**config.mk**
```make
export PLATFORM = sky130hd
export DESIGN_NAME = mem_test_seq
export DESIGN_NICKNAME = d
export VERILOG_FILES = /design/src/rtl/mem_test_pkg.sv /design/src/rtl/mem_test_lfsr32.sv /design/src/rtl/mem_test_seq.sv
export SDC_FILE = /design/constraint.sdc
export NUM_CORES = 1
export LEC_CHECK = 0
export CAP_MARGIN = 20
export CORE_MARGIN = 1.5
export CORE_UTILIZATION = 53
export CTS_CLUSTER_DIAMETER = 100
export DETAILED_ROUTE_END_ITERATION = 7
export DONT_BUFFER_PORTS = 1
export HOLD_SLACK_MARGIN = 0.08
export PLACE_DENSITY = 0.68
export REMOVE_ABC_BUFFERS = 1
export SETUP_SLACK_MARGIN = 0.2
export SLEW_MARGIN = 5
export SYNTH_ARGS = -nofsm -noshare
export SYNTH_HDL_FRONTEND = slang
export SYNTH_SLANG_ARGS = --single-unit
```
**constraint.sdc**
```tcl
create_clock -name i_clk -period 7.12 [get_ports i_clk]
set_input_delay 0.712 -clock i_clk [delete_from_list [all_inputs] [get_ports i_clk]]
set_output_delay 0.712 -clock i_clk [all_outputs]
set_load 0.05 [all_outputs]
```
**src/rtl/mem_test_pkg.sv**
```systemverilog
// Shared encodings and constants for the memory-test sequencer.
package mem_test_pkg;

    typedef enum logic [3:0] {
        ST_IDLE    = 4'd0,
        ST_WR_CMD  = 4'd1,
        ST_RD_CMD  = 4'd2,
        ST_RD_WAIT = 4'd3,
        ST_CMP     = 4'd4,
        ST_REP     = 4'd5,
        ST_REP_LO  = 4'd6,
        ST_REP_HI  = 4'd7,
        ST_NEXT    = 4'd8,
        ST_DONE    = 4'd9
    } state_e;

    localparam logic [31:0] LFSR_POLY    = 32'h8020_0003;
    localparam logic [31:0] TIMEOUT_DATA = 32'hDEAD_DEAD;
    localparam logic [31:0] PATTERN_XOR  = 32'hA5A5_A5A5;

    function automatic logic [31:0] lfsr_next(input logic [31:0] q);
        return q[0] ? ((q >> 1) ^ LFSR_POLY) : (q >> 1);
    endfunction

endpackage

```
**src/rtl/mem_test_lfsr32.sv**
```systemverilog
// 32-bit Galois LFSR data generator; load has priority over step.
module mem_test_lfsr32
    import mem_test_pkg::*;
(
    input  logic        i_clk,
    input  logic        i_rst,
    input  logic        i_load,
    input  logic [31:0] i_seed,
    input  logic        i_step,
    output logic [31:0] o_q
);

    logic [31:0] q_q;

    always_ff @(posedge i_clk) begin
        if (i_rst) begin
            q_q <= '0;
        end else if (i_load) begin
            q_q <= i_seed;
        end else if (i_step) begin
            q_q <= lfsr_next(q_q);
        end
    end

    assign o_q = q_q;

endmodule

```
**src/rtl/mem_test_seq.sv**
```systemverilog
// Memory-test sequencer: write pattern, read back, report each mismatch to the printer.
// Build option MEM_TEST_LFSR_EN selects LFSR data instead of adr ^ A5A5A5A5.
//
// state    | meaning
// IDLE     | waiting for first start
// WR_CMD   | issuing write at adr_q
// RD_CMD   | issuing read at adr_q
// RD_WAIT  | waiting for read data or timeout
// CMP      | compare captured data with expected
// REP      | waiting for printer ready, then strobe
// REP_LO   | waiting for printer to drop ready
// REP_HI   | waiting for printer to raise ready again
// NEXT     | advance address or finish
// DONE     | result valid until next start
module mem_test_seq
    import mem_test_pkg::*;
#(
    parameter logic [31:0] ADR_START  = 32'h0000_0000,
    parameter logic [31:0] ADR_END    = 32'h0000_FFFC,
    parameter logic [31:0] ADR_STEP   = 32'd4,
    parameter logic [15:0] RD_TIMEOUT = 16'd1024
`ifdef MEM_TEST_LFSR_EN
    , parameter logic [31:0] LFSR_SEED = 32'h1234_5678
`endif
) (
    input  logic        i_clk,
    input  logic        i_rst,
    input  logic        i_start,
    output logic        o_mem_cmd_en,
    output logic        o_mem_cmd_we,
    output logic [31:0] o_mem_adr,
    output logic [31:0] o_mem_wdata,
    input  logic        i_mem_cmd_rdy,
    input  logic        i_mem_rd_valid,
    input  logic [31:0] i_mem_rdata,
    output logic [31:0] o_rep_adr,
    output logic [31:0] o_rep_dataw,
    output logic [31:0] o_rep_datar,
    output logic        o_rep_we,
    input  logic        i_rep_ready,
    output logic        o_busy,
    output logic        o_done,
    output logic        o_pass,
    output logic [15:0] o_err_cnt
);

    state_e      state_q;
    logic [31:0] adr_q;
    logic        cmd_en_q;
    logic        cmd_we_q;
    logic [15:0] tmo_q;
    logic [31:0] rdata_q;
    logic        force_q;
    logic [31:0] rep_adr_q;
    logic [31:0] rep_dataw_q;
    logic [31:0] rep_datar_q;
    logic        rep_we_q;
    logic        busy_q;
    logic        done_q;
    logic        pass_q;
    logic [15:0] err_cnt_q;

    logic        cmd_acc_d;
    logic        last_adr_d;
    logic [32:0] adr_inc_d;
    logic [31:0] exp_data_d;
    logic        mismatch_d;

    assign cmd_acc_d  = cmd_en_q & i_mem_cmd_rdy;
    assign last_adr_d = (adr_q == ADR_END);
    assign adr_inc_d  = {1'b0, adr_q} + {1'b0, ADR_STEP};
    assign mismatch_d = force_q | (rdata_q != exp_data_d);

`ifdef MEM_TEST_LFSR_EN
    logic lfsr_load_d;
    logic lfsr_step_d;

    // Reload at the start of each pass so the read pass replays the write sequence.
    assign lfsr_load_d = (((state_q == ST_IDLE) || (state_q == ST_DONE)) && i_start)
                       || ((state_q == ST_WR_CMD) && cmd_acc_d && last_adr_d);
    assign lfsr_step_d = ((state_q == ST_WR_CMD) && cmd_acc_d && !last_adr_d)
                       || (state_q == ST_CMP);

    mem_test_lfsr32 u_lfsr (
        .i_clk  (i_clk),
        .i_rst  (i_rst),
        .i_load (lfsr_load_d),
        .i_seed (LFSR_SEED),
        .i_step (lfsr_step_d),
        .o_q    (exp_data_d)
    );
`else
    assign exp_data_d = adr_q ^ PATTERN_XOR;
`endif

    always_ff @(posedge i_clk) begin
        if (i_rst) begin
            state_q     <= ST_IDLE;
            adr_q       <= '0;
            cmd_en_q    <= 1'b0;
            cmd_we_q    <= 1'b0;
            tmo_q       <= '0;
            rdata_q     <= '0;
            force_q     <= 1'b0;
            rep_adr_q   <= '0;
            rep_dataw_q <= '0;
            rep_datar_q <= '0;
            rep_we_q    <= 1'b0;
            busy_q      <= 1'b0;
            done_q      <= 1'b0;
            pass_q      <= 1'b0;
            err_cnt_q   <= '0;
        end else begin
            rep_we_q <= 1'b0;
            case (state_q)
                ST_IDLE, ST_DONE: begin
                    if (i_start) begin
                        state_q   <= ST_WR_CMD;
                        adr_q     <= ADR_START;
                        cmd_en_q  <= 1'b1;
                        cmd_we_q  <= 1'b1;
                        err_cnt_q <= '0;
                        pass_q    <= 1'b0;
                        done_q    <= 1'b0;
                        busy_q    <= 1'b1;
                    end
                end
                ST_WR_CMD: begin
                    if (cmd_acc_d) begin
                        if (last_adr_d) begin
                            adr_q    <= ADR_START;
                            cmd_we_q <= 1'b0;
                            state_q  <= ST_RD_CMD;
                        end else begin
                            adr_q <= adr_inc_d[31:0];
                        end
                    end
                end
                ST_RD_CMD: begin
                    if (cmd_acc_d) begin
                        cmd_en_q <= 1'b0;
                        tmo_q    <= RD_TIMEOUT - 16'd1;
                        state_q  <= ST_RD_WAIT;
                    end
                end
                ST_RD_WAIT: begin
                    // Data arriving on the terminal-count cycle still counts as data.
                    if (i_mem_rd_valid) begin
                        rdata_q <= i_mem_rdata;
                        force_q <= 1'b0;
                        state_q <= ST_CMP;
                    end else if (tmo_q == 16'd0) begin
                        rdata_q <= TIMEOUT_DATA;
                        force_q <= 1'b1;
                        state_q <= ST_CMP;
                    end else begin
                        tmo_q <= tmo_q - 16'd1;
                    end
                end
                ST_CMP: begin
                    if (mismatch_d) begin
                        if (err_cnt_q != 16'hFFFF) begin
                            err_cnt_q <= err_cnt_q + 16'd1;
                        end
                        rep_adr_q   <= adr_q;
                        rep_dataw_q <= exp_data_d;
                        rep_datar_q <= rdata_q;
                        state_q     <= ST_REP;
                    end else begin
                        state_q <= ST_NEXT;
                    end
                end
                ST_REP: begin
                    if (i_rep_ready) begin
                        rep_we_q <= 1'b1;
                        state_q  <= ST_REP_LO;
                    end
                end
                ST_REP_LO: begin
                    if (!i_rep_ready) begin
                        state_q <= ST_REP_HI;
                    end
                end
                ST_REP_HI: begin
                    if (i_rep_ready) begin
                        state_q <= ST_NEXT;
                    end
                end
                ST_NEXT: begin
                    if (last_adr_d || adr_inc_d[32]) begin
                        state_q <= ST_DONE;
                        busy_q  <= 1'b0;
                        done_q  <= 1'b1;
                        pass_q  <= (err_cnt_q == 16'd0);
                    end else begin
                        adr_q    <= adr_inc_d[31:0];
                        cmd_en_q <= 1'b1;
                        cmd_we_q <= 1'b0;
                        state_q  <= ST_RD_CMD;
                    end
                end
                default: begin
                    state_q <= ST_IDLE;
                end
            endcase
        end
    end

    assign o_mem_cmd_en = cmd_en_q;
    assign o_mem_cmd_we = cmd_we_q;
    assign o_mem_adr    = adr_q;
    // Write data is only meaningful on writes; keeping it zero otherwise also gives a zero reset value.
    assign o_mem_wdata  = cmd_we_q ? exp_data_d : 32'h0;
    assign o_rep_adr    = rep_adr_q;
    assign o_rep_dataw  = rep_dataw_q;
    assign o_rep_datar  = rep_datar_q;
    assign o_rep_we     = rep_we_q;
    assign o_busy       = busy_q;
    assign o_done       = done_q;
    assign o_pass       = pass_q;
    assign o_err_cnt    = err_cnt_q;

endmodule

```
==> results.py <==
metrics = {
    "job": {
        "drv_cap": 0,
    },
    "place": {
        "gp_routability_congestion": 0.8507,
        "io_buffers": 0,
        "dpl.hpwl_um": 16370,
        "post-place-ws_ns": 3.763,
    },
    "global_route": {
        "grt_pass1_wl_um": 39290,
        "first_global_vias": 7181,
        "globalRouteOverflowTotal": 0,
        "track_usage_pct": 27.71,
        "pin_count_of_the_biggest_net_entering_global_routing": 98,
        "antenna_found_initial": 0,
    },
    "die": {
        "dieHeight_um": 133.3,
        "count_of_standard_cell_rows": 47,
        "die_area_sq_um": 17780,
        "floorplan.initialDensity_pct": 54.30,
        "core_area_sq_um": 16580,
        "num_io_pins": 220,
        "die_w_um": 133.3,
    },
    "setup_path": {
        "crit_start_category": "register",
        "setup.reg_to_reg.worst_slack_ns": 3.68,
        "worst_path_largest_cell_delay_ns": 0.90,
        "critPathCaptureType": "register",
        "worstPathArrival_ns": 3.79,
        "rr_endpoint": "o_mem_adr[31]$_SDFFE_PP0P_",
        "critical_path.reg2reg.startpoint": "o_mem_adr[4]$_SDFFE_PP0P_",
        "crit_buf_inv": 1,
        "cp_slowest_cell": "dfxtp_1",
        "timing.critical_path.fanout_max": 27,
        "worst_r2r_path_depth": 7,
        "path_class": "reg2reg",
        "crit_chain": "nand3_1, nor4_2, and4_1, a21o_1, buf_4, o311ai_0, o31ai_1",
        "critPathTopFamily": "simple AND/OR/NAND/NOR gates",
        "required_ns": 7.46,
    },
    "finish": {
        "register_area_sq_um": 3665,
        "num-fill-cells": 1546,
        "finalNetCount": 1017,
        "syn2layout_area_growth_pct": 3.696,
        "total_area_of_multi_input_combinational_cells_sq_um": 4644,
        "final_layout_size_suffix_gt1_share_pct": 8.815,
        "number_of_antenna_cells_inserted": 0,
    },
    "worst_hold_path": {
        "timing.hold.worst.start": "i_rst",
        "hold_path_depth": 1,
        "min_to": "o_rep_datar[17]$_SDFFE_PP0P_",
        "class_of_the_worst_hold_path": "in2reg",
    },
    "clocking": {
        "clock_tree_from_tritoncts": "done",
        "cts.root.buffer_cell": "clkbuf_16",
        "cts_bufs_inserted": 17,
        "cts_hold_repair.buffers": 0,
        "worst_setup_hold_path_clk_slew_ns": 0.08,
        "worst_skew_pair.late_latency_ns": 0.45,
        "htree_num_levels": 4,
        "clock_path_buffers": 2,
        "clock-sinks": 183,
        "cts_setup_buffers": 0,
        "postCtsResizedCells": 0,
    },
    "sta": {
        "finalHoldViolCount": 0,
        "grt_setup_unrepaired": "no",
        "top_achievable_clock_speed_ghz": 0.2906,
        "timing.clock.skew_ns": 0.01889,
        "post-route-worst-setup-slack_ns": 3.679,
        "period_needed_ns": 3.441,
        "timing.setup.tns_ns": 0,
        "worstMarginPinSlew_ns": 1.098,
        "timing.final.crit_share_pct": 48.33,
        "setup_viol_count_final": 0,
        "slew-limit-headroom_pct": 26.78,
        "drv_slew": 0,
    },
    "route": {
        "antenna_violating_nets_post_route": 0,
        "vias": 7793,
        "routed_wire_length_per_instance_um": 20.81,
        "drcViolationCount": 0,
        "drt_wl_total_um": 25120,
        "drt_iter0_markers": 576,
        "post_drt_via_cell_ratio": 6.457,
        "detailedRoute.firstPassIterationCount": 5,
    },
    "synthesis": {
        "ys.warnings.count": 0,
        "synth_enable_flop_cells": 0,
        "synth-seq-cells": 183,
        "yosys.cell_types.count": 62,
        "ys_seq_area_share_pct": 40.68,
        "netlist_instances": 1074,
        "most_used_dff_post_synth": "dfxtp_1",
        "syn-mean-instance-area_sq_um": 8.384,
        "asyncSetResetFlopFracSynth_pct": 0,
        "mappedNetlistArea_sq_um": 9005,
    },
    "power": {
        "peak_ir_drop_on_the_vdd_network_mv": 0.2018,
        "p_int_mw": 1.822,
        "pwr-share-comb_pct": 24.5,
        "power_frac_clock_pct": 33.2,
        "power_switching_share_pct": 37.85,
        "share_seq_of_total_power_pct": 42.4,
        "total_switching_power_mw": 1.110,
        "power_leakage_nw": 3.175,
        "power_density_nw_per_um2": 313.9,
    },
    "run_status": {
        "status": "completed",
    },
}
==> cell usage in the layout (no fill, tap or decap), types with 4 or more instances in the layout <==
master | netlist | routed
or3_1 | 18 | 18
o31ai_1 | 23 | 23
a21o_1 | 4 | 4
xnor2_1 | 23 | 23
o221a_2 | 22 | 22
nand2b_1 | 15 | 14
and3_1 | 4 | 4
conb_1 | 1 | 6
clkbuf_16 | 0 | 17
xor2_1 | 15 | 15
o21a_1 | 4 | 4
and2_1 | 21 | 21
nor4_1 | 25 | 24
a22oi_1 | 10 | 10
a31oi_1 | 5 | 5
dfxtp_1 | 183 | 182
nor2b_1 | 16 | 16
inv_8 | 0 | 5
nor2_1 | 34 | 34
nor3_1 | 19 | 18
mux2i_1 | 12 | 12
or2_2 | 5 | 5
nand3b_1 | 7 | 7
inv_1 | 11 | 11
nor3b_1 | 5 | 5
o21ai_0 | 86 | 85
nand3_1 | 91 | 91
nand4_1 | 23 | 23
ha_1 | 5 | 5
a21oi_1 | 122 | 122
nand2_1 | 47 | 47
o211a_1 | 14 | 14
or4_1 | 25 | 24
buf_4 | 38 | 12
and4_1 | 8 | 8
==> cell families (layout without fill, tap and decap cells) <==
kind of cell / Yosys count / in the layout / synth area share [%]
xor gates and xnor gates: 38 / 38 / 3.696
other: 1 / 6 / 0.04164
DFF: 183 / 183 / 40.68
muxes: 12 / 12 / 1.334
and+or+nand+nor: 377 / 377 / 23.66
adders and majority gates: 5 / 5 / 0.6947
buffers and inverters: 148 / 56 / 8.156
AOI/OAI and AO/OA: 310 / 310 / 21.73
==> how the worst max path moves through the flow <==
stage               slack (ns)                  startpoint                            to  cells after the start
detailed placement        3.76   o_mem_adr[3]$_SDFFE_PP0P_    o_mem_adr[31]$_SDFFE_PP0P_                      8
CTS                       3.74   o_mem_adr[3]$_SDFFE_PP0P_    o_mem_adr[31]$_SDFFE_PP0P_                      8
global placement          3.86   o_mem_adr[3]$_SDFFE_PP0P_    o_mem_adr[23]$_SDFFE_PP0P_                      8
global route              3.38   o_mem_adr[4]$_SDFFE_PP0P_    o_mem_adr[20]$_SDFFE_PP0P_                      7
floorplan                 0.63  o_mem_adr[18]$_SDFFE_PP0P_  o_rep_dataw[10]$_SDFFE_PP0P_                      6
finish                    3.68   o_mem_adr[4]$_SDFFE_PP0P_    o_mem_adr[31]$_SDFFE_PP0P_                      7
==> layer usage <==
layer / track usage [%] / share of wire (%) / vias to the layer above
met4: 10.51 / 2.6 / 0
li1: - / - / 3703
met2: 43.09 / 46 / 298
met3: 7.230 / 8.0 / 38
met5: 0 / 0 / -
met1: 37.01 / 43 / 3754
==> power by group through the flow <==
stage | Combinational (mW) | Clock [mW] | Sequential (mW)
detailed placement | 0.708 | 0 | 1.26
global placement | 0.703 | 0 | 1.26
finish | 0.718 | 0.972 | 1.24
global route | 0.791 | 1.02 | 1.25
floorplan | 0.566 | 0 | 1.24
CTS | 0.714 | 0.984 | 1.24
==> sequential cells by signal, indices dropped and copies added, names as in the netlist, 4 cells and up <==
| name | count |
|---|---|
| tmo_q | 16 |
| rdata_q | 32 |
| o_rep_dataw | 16 |
| o_rep_adr | 30 |
| state_q | 4 |
| o_err_cnt | 16 |
| o_rep_datar | 32 |
| o_mem_adr | 30 |
==> through the flow <==
| step | hold slack, ns | cells | util [%] | cell area (sq um) | power [mW] |
|---|---|---|---|---|---|
| finish | 0.3375 | 1207 | 56.31 | 9338 | 2.931 |
| global placement | 0.4684 | 1175 | 52.58 | 8720 | 1.965 |
| floorplan | 0.4458 | 943 | - | 8334 | 1.802 |
| CTS | 0.3330 | 1207 | 56.31 | 9338 | 2.939 |
| detailed placement | 0.4738 | 1175 | 52.58 | 8720 | 1.972 |
| global route | 0.3276 | 1207 | 56.31 | 9338 | 3.071 |
==> layout make-up <==
type | instances | area share [%]
multi-input combinational | 748 | 49.74
clock buffer | 18 | 4.703
timing repair buffer | 12 | 0.9648
tap | 220 | 2.948
inverter | 12 | 0.4824
clock inverter | 14 | 1.916
sequential | 183 | 39.25
==> synthesized netlist by cell type, drive strengths merged, types with 16 or more instances <==
| master | instances | area, sq um |
|---|---|---|
| nand2 | 47 | 176.4 |
| clkbuf | 72 | 272.8 |
| nor2b | 16 | 100.1 |
| o21ai | 86 | 430.4 |
| or3 | 18 | 112.6 |
| nand3 | 91 | 455.4 |
| xnor2 | 23 | 201.4 |
| nor3 | 20 | 105.1 |
| nand4 | 23 | 143.9 |
| dfxtp | 183 | 3664 |
| and2 | 22 | 137.6 |
| nor4 | 26 | 168.9 |
| nor2 | 34 | 127.6 |
| buf | 64 | 416.6 |
| a21oi | 122 | 610.6 |
| o31ai | 23 | 172.7 |
| o221a | 22 | 247.7 |
| or4 | 26 | 198.9 |
(Power assumes the default switching activity.)
